===== config.mk =====
export PLATFORM = sky130hd
export DESIGN_NAME = fetch_unit
export DESIGN_NICKNAME = d
export VERILOG_FILES = /design/src/rtl/fetch_pkg.sv /design/src/rtl/fetch_queue.sv /design/src/rtl/fetch_unit.sv
export SDC_FILE = /design/constraint.sdc
export NUM_CORES = 1
export LEC_CHECK = 0
export ABC_AREA = 1
export BUFFER_PORTS_ARGS = -buffer_cell sky130_fd_sc_hd__buf_2
export CAP_MARGIN = 5
export CORE_MARGIN = 2
export CORE_UTILIZATION = 54
export DETAILED_ROUTE_END_ITERATION = 10
export GPL_TIMING_DRIVEN = 0
export PLACE_DENSITY_LB_ADDON = 0.12
export SETUP_SLACK_MARGIN = 0.15
export SLEW_MARGIN = 40
export SYNTH_ARGS = -nofsm -noshare
export SYNTH_HDL_FRONTEND = slang
export SYNTH_SLANG_ARGS = --single-unit

===== constraint.sdc =====
create_clock -name clk -period 3.1 [get_ports clk]
set_input_delay 0.155 -clock clk [delete_from_list [all_inputs] [get_ports clk]]
set_output_delay 0.155 -clock clk [all_outputs]
set_load 0.1 [all_outputs]

===== src/rtl/fetch_pkg.sv =====
`default_nettype none
// =============================================================================
// fetch_pkg : shared types and helpers for the instruction fetch stage
// Revision  : 1.0
// =============================================================================
package fetch_pkg;

    localparam int XLEN = 32;
    localparam logic [XLEN-1:0] INSTR_ZERO = '0;

    typedef struct packed {
        logic [XLEN-1:0] pc;
        logic [XLEN-1:0] instr;
        logic            filled;
        logic            fault;
    } fetch_entry_t;

    // Pointer width for a power-of-two queue; never narrower than one bit.
    function automatic int ptr_width(input int depth);
        return (depth > 2) ? $clog2(depth) : 1;
    endfunction

endpackage
`default_nettype wire


===== src/rtl/fetch_queue.sv =====
`default_nettype none
// =============================================================================
// fetch_queue : circular buffer of fetch entries with alloc/fill/pop/flush
// Revision    : 1.0
// =============================================================================
module fetch_queue
    import fetch_pkg::*;
#(
    parameter int DEPTH = 2,
    parameter int PTR_W = ptr_width(DEPTH),
    parameter int CNT_W = PTR_W + 1
) (
    input  logic             clk,
    input  logic             rst,
    input  logic             alloc_i,
    input  logic [XLEN-1:0]  alloc_pc_i,
    input  logic             alloc_fault_i,
    input  logic             fill_i,
    input  logic [XLEN-1:0]  fill_data_i,
    input  logic             pop_i,
    input  logic             flush_i,
    output fetch_entry_t     head_o,
    output logic [CNT_W-1:0] occ_o,
    output logic [CNT_W-1:0] unfilled_o
);

    fetch_entry_t     ent_q [DEPTH];
    logic [PTR_W-1:0] rd_ptr_q;
    logic [PTR_W-1:0] wr_ptr_q;
    logic [CNT_W-1:0] occ_q;
    logic [CNT_W-1:0] occ_d;
    logic [CNT_W-1:0] unfilled;
    logic [PTR_W-1:0] fill_idx;
    logic [PTR_W-1:0] idx;
    logic             fill_found;

    // Walk live entries oldest-first: the first unfilled one takes the next response.
    always_comb begin
        fill_found = 1'b0;
        fill_idx   = '0;
        unfilled   = '0;
        idx        = '0;
        for (int i = 0; i < DEPTH; i++) begin
            idx = rd_ptr_q + PTR_W'(i);
            if ((CNT_W'(i) < occ_q) && !ent_q[idx].filled) begin
                unfilled = unfilled + CNT_W'(1);
                if (!fill_found) begin
                    fill_found = 1'b1;
                    fill_idx   = idx;
                end
            end
        end
    end

    assign occ_d = occ_q + CNT_W'(alloc_i) - CNT_W'(pop_i);

    always_ff @(posedge clk or negedge rst) begin
        if (!rst) begin
            rd_ptr_q <= '0;
            wr_ptr_q <= '0;
            occ_q    <= '0;
            for (int i = 0; i < DEPTH; i++) begin
                ent_q[i] <= '0;
            end
        end else if (flush_i) begin
            rd_ptr_q <= '0;
            wr_ptr_q <= '0;
            occ_q    <= '0;
        end else begin
            if (alloc_i) begin
                ent_q[wr_ptr_q] <= '{pc: alloc_pc_i, instr: INSTR_ZERO,
                                     filled: alloc_fault_i, fault: alloc_fault_i};
                wr_ptr_q <= wr_ptr_q + PTR_W'(1);
            end
            if (fill_i && fill_found) begin
                ent_q[fill_idx].instr  <= fill_data_i;
                ent_q[fill_idx].filled <= 1'b1;
            end
            if (pop_i) begin
                rd_ptr_q <= rd_ptr_q + PTR_W'(1);
            end
            occ_q <= occ_d;
        end
    end

    assign head_o     = ent_q[rd_ptr_q];
    assign occ_o      = occ_q;
    assign unfilled_o = unfilled;

endmodule
`default_nettype wire


===== src/rtl/fetch_unit.sv =====
`default_nettype none
// =============================================================================
// fetch_unit : in-order instruction fetch with credit flow and redirect flush
// Revision   : 1.0
// =============================================================================
module fetch_unit
    import fetch_pkg::fetch_entry_t, fetch_pkg::ptr_width;
#(
    parameter int DEPTH = 2,
    parameter int XLEN  = 32
) (
    input  logic            clk,
    input  logic            rst,
    input  logic [XLEN-1:0] pc_in,
    input  logic            redirect,
    output logic            pc_stall,
    output logic            imem_req_valid,
    input  logic            imem_req_ready,
    output logic [XLEN-1:0] imem_req_addr,
    input  logic            imem_rsp_valid,
    input  logic [XLEN-1:0] imem_rsp_data,
    output logic            if_valid,
    input  logic            if_ready,
    output logic [XLEN-1:0] if_instr,
    output logic [XLEN-1:0] if_pc,
    output logic            if_fault,
    output logic            protocol_err
);

    localparam int PTR_W = ptr_width(DEPTH);
    localparam int CNT_W = PTR_W + 1;
    localparam logic [CNT_W:0] DEPTH_C = (CNT_W + 1)'(DEPTH);

    fetch_entry_t     head;
    logic [CNT_W-1:0] occ;
    logic [CNT_W-1:0] unfilled;
    logic [CNT_W-1:0] drop_cnt_q;
    logic [CNT_W-1:0] drop_cnt_d;
    logic             protocol_err_q;
    logic [CNT_W:0]   committed;
    logic             credit;
    logic             misaligned;
    logic             fetch_ok;
    logic             alloc;
    logic             pop;
    logic             outstanding;
    logic             rsp_consumed;
    logic             fill;

    // Wrong-path responses still in flight hold their slot until they drain.
    assign committed  = {1'b0, occ} + {1'b0, drop_cnt_q};
    assign credit     = committed < DEPTH_C;
    assign misaligned = pc_in[1:0] != 2'b00;
    assign fetch_ok   = rst & credit & ~redirect;

    assign imem_req_valid = fetch_ok & ~misaligned;
    assign imem_req_addr  = pc_in;
    assign alloc          = fetch_ok & (misaligned | imem_req_ready);
    assign pc_stall       = ~rst | ~(redirect | alloc);

    assign if_valid = rst & head.filled & (occ != '0) & ~redirect;
    assign pop      = if_valid & if_ready;
    assign if_pc    = head.pc;
    assign if_instr = head.instr;
    assign if_fault = head.fault;

    assign outstanding  = (unfilled != '0) | (drop_cnt_q != '0);
    assign rsp_consumed = imem_rsp_valid & outstanding;
    assign fill         = imem_rsp_valid & (drop_cnt_q == '0) & (unfilled != '0) & ~redirect;

    // A response landing in the redirect cycle already retires one of the flushed fetches.
    always_comb begin
        drop_cnt_d = drop_cnt_q;
        if (redirect) begin
            drop_cnt_d = drop_cnt_q + unfilled - CNT_W'(rsp_consumed);
        end else if (imem_rsp_valid && (drop_cnt_q != '0)) begin
            drop_cnt_d = drop_cnt_q - CNT_W'(1);
        end
    end

    always_ff @(posedge clk or negedge rst) begin
        if (!rst) begin
            drop_cnt_q     <= '0;
            protocol_err_q <= 1'b0;
        end else begin
            drop_cnt_q     <= drop_cnt_d;
            protocol_err_q <= protocol_err_q | (imem_rsp_valid & ~outstanding);
        end
    end

    assign protocol_err = protocol_err_q;

    fetch_queue #(
        .DEPTH (DEPTH)
    ) u_queue (
        .clk           (clk),
        .rst           (rst),
        .alloc_i       (alloc),
        .alloc_pc_i    (pc_in),
        .alloc_fault_i (misaligned),
        .fill_i        (fill),
        .fill_data_i   (imem_rsp_data),
        .pop_i         (pop),
        .flush_i       (redirect),
        .head_o        (head),
        .occ_o         (occ),
        .unfilled_o    (unfilled)
    );

endmodule
`default_nettype wire


==> key figures <==
STA
  – Final hold viol count: 0
  – Post-route minimum period: 2.60 ns
  – Least-Margin Pin Slew: 0.553 ns
  – Max-slew violation count: 0
  – Achievable frequency: 385 MHz
  – Setup violators final: 0
  – Crit share post-route: 0.839
  – Fin Setup TNS: 0 ns
  – Min Hold Slack: 0.0500 ns
  – Clock skew: 0.00775 ns
  – Relative slew slack: 0.632
  – RSZ-0062 raised after global routing: false

Detailed routing
  – WL met2: 9530 microns
  – DR pass1 iterations: 5
  – DRC: 0
  – Antenna Nets Post-Route: 0
  – Avg Vias per Cell: 5.06
  – Met3 routed WL: 1100 microns
  – WL final: 19300 microns
  – Routed wire length per instance: 14.3 microns
  – Initial DRC count: 495
  – DR top layer: met4
  – Vias: 6840
  – Routed met1 length: 8450 microns

CTS
  – TritonCTS clock tree: done
  – CTS clock-pin slew for the worst setup and hold paths: 0.06 ns
  – Clock buffer depth: 2
  – Number of CTS-inserted buffers: 17
  – Clk_lat worst skew: 0.43 ns
  – Root buf cell: clkbuf_16
  – Post-CTS Setup Repair Bufs: 0
  – H-Tree Depth: 4
  – Clock sinks: 139

Synthesis
  – Avg Cell Area, Syn: 7.75 sq um
  – Top cell type's share of synthesized area: 0.478
  – Mapped cell area: 7280 sq um
  – Netlist cell types: 32
  – Syn Nets: 1020
  – Most area-consuming cells after synthesis: dfrtp_1 48%, nand2_1 17%, nand3_1 9.1%, inv_1 4.4%, buf_4 3.4%
  – Seq/Total Area, Yosys: 0.478
  – Mapped Cells: 940
  – Yosys top cell by area: dfrtp_1
  – Synth warn: 0
  – Yosys reg bits: 139

Pwr
  – Sw Pwr: 0.00380 W
  – Clock power frac: 0.263
  – Combinational group share of total power: 0.436
  – Pint: 0.00445 W
  – Peak supply drop: 0.000403 V
  – Lkg Pwr: 5.36 nW
  – Power per Cell Area: 880 nW/um^2
  – Reg power frac: 0.301
  – Sw Share: 0.461

Die
  – Core Footprint: 13200 sq um
  – Die area: 14400 sq um
  – Die Ht: 120 microns
  – Die Span X: 120 microns
  – Initial Utilization: 0.552
  – Num rows: 42
  – IO Count: 171

Placement
  – Post-DP HPWL: 12700 microns
  – Placed inst area: 8400 sq um
  – Final Wtd Congestion: 0.836
  – IO Port Bufs: 170

Cells and area
  – Commonest non-fill, non-tap cell in the layout: nand2_1
  – Synth-to-Final Area Change: 28.6%
  – Commonest non-fill, non-tap cells in the layout: 338 x nand2_1, 197 x buf_2, 139 x dfrtp_1, 133 x nand3_1, 85 x inv_1
  – Final instance area: 9370 sq um
  – Fraction of layout instances using a drive strength above 1: 0.274
  – Diode count: 0
  – Layout Nets: 1243

Global routing
  – First-pass GRT wire length: 32000 microns
  – Largest net degree at the start of global routing: 73
  – Initial antenna violation count: 0
  – Number of global-route vias before repair: 6578
  – Grt ovf: 0
  – GRT Resource Usage Total: 0.282

Worst hold path
  – Worst Hold Class: in2reg

Worst setup path
  – Bufs and invs on worst path: 4
  – Crit-path leading delay family: simple AND/OR/NAND/NOR gates
  – Crit-path cells: clkbuf_2 > nand2_1 > nand2_1 > nor2_1 > inv_1 > ha_1 > a21oi_1 > ha_1 > inv_1 > ha_1 > xnor2_1 > inv_1 > nand2_1 > nand3_1 > nand2_1 > nand2_1
  – Slowest cell on the critical path: dfrtp_1
  – Crit path kind: reg2reg
  – Critical path arrival: 2.92 ns
  – Max Fanout on Critical Path: 10
  – Crit end category: flop
  – CP max stage delay: 0.46 ns
  – Worst R2R Setup Slack: 0.50 ns
  – CP Launch Type: flop
  – CP most frequent cell: nand2_1
  – Required @ worst endpoint: 3.42 ns

Run
  – Maxcap violations: 0

Run status
  – Outcome: finished clean
[timing repair]
item / 4_1_cts / 5_1_grt
resized for setup: 0 / 2
setup endpoints to repair: 0 / 1
hold endpoints to repair: 129 / 0
hold buffers: 33 / 0
[metrics by stage]
stage | std cells | power, W | util | setup WS, ns
floorplan | 940 | 0.00544 | - | 0.0159
global placement | 1286 | 0.00599 | 0.634 | -1.10
detailed placement | 1287 | 0.00605 | 0.637 | 0.391
CTS | 1352 | 0.00826 | 0.710 | 0.338
global route | 1352 | 0.00863 | 0.710 | 0.220
finish | 1352 | 0.00824 | 0.710 | 0.500
[power groups by stage]
stage          combinational, W  clock [W]  sequential (W)
2_1_floorplan           0.00298          0         0.00246
3_3_place_gp            0.00350          0         0.00249
3_5_place_dp            0.00355          0         0.00250
4_1_cts                 0.00361    0.00218         0.00248
5_1_grt                 0.00382    0.00227         0.00253
6_report                0.00360    0.00216         0.00248
[logic make-up after synthesis]
family,Yosys count,synth area share
compound gates,74,0.0651
buf+inv,178,0.121
fa+ha+maj,10,0.0182
simple gates,534,0.312
flops,139,0.478
xor+xnor,5,0.00601
[worst min-delay path, stage by stage]
cell	delay [ns]
buf_2	0.09
inv_2	0.06
o21ai_0	0.07
a21oi_1	0.05
[routing by layer]
layer  GRT usage  vias up
li1            -     3355
met1       0.371     3227
met2       0.471      235
met3      0.0547       23
met4      0.0897        0
met5           0        -
[final timing paths]
path | start | end | cells past startpoint
worst max-delay path | u_queue.rd_ptr_q | drop_cnt_q[1] | 16
worst min-delay path | redirect | u_queue.occ_o[1] | 4
worst max register to register | u_queue.rd_ptr_q | drop_cnt_q[1] | 16
worst min register to register | protocol_err | protocol_err | 1
max in group asynchronous | rst | u_queue.ent_q[77] | 3
min in group asynchronous | rst | asynchronous set/reset pin | 2
[Yosys cell counts (all sizes together)]
library cell / count
o21ai: 70
buf: 68
xor2: 3
inv: 89
o21bai: 1
ha: 9
nor3: 1
nand4: 2
fa: 1
xnor2: 2
nor2: 41
nor3b: 1
clkbuf: 21
nand2: 349
nand3b: 1
or2: 1
a21oi: 3
nand3: 138
dfrtp: 139
[final cells by class]
class,instances,area (sq um)
tap,176,220
fill,1103,3820
timing repair buffer,204,1220
clock buffer,26,529
buffer,89,547
inverter,89,334
clock inverter,6,105
multi-input combinational,623,2940
sequential,139,3480
Note: power is estimated with default switching activity, not from simulation.
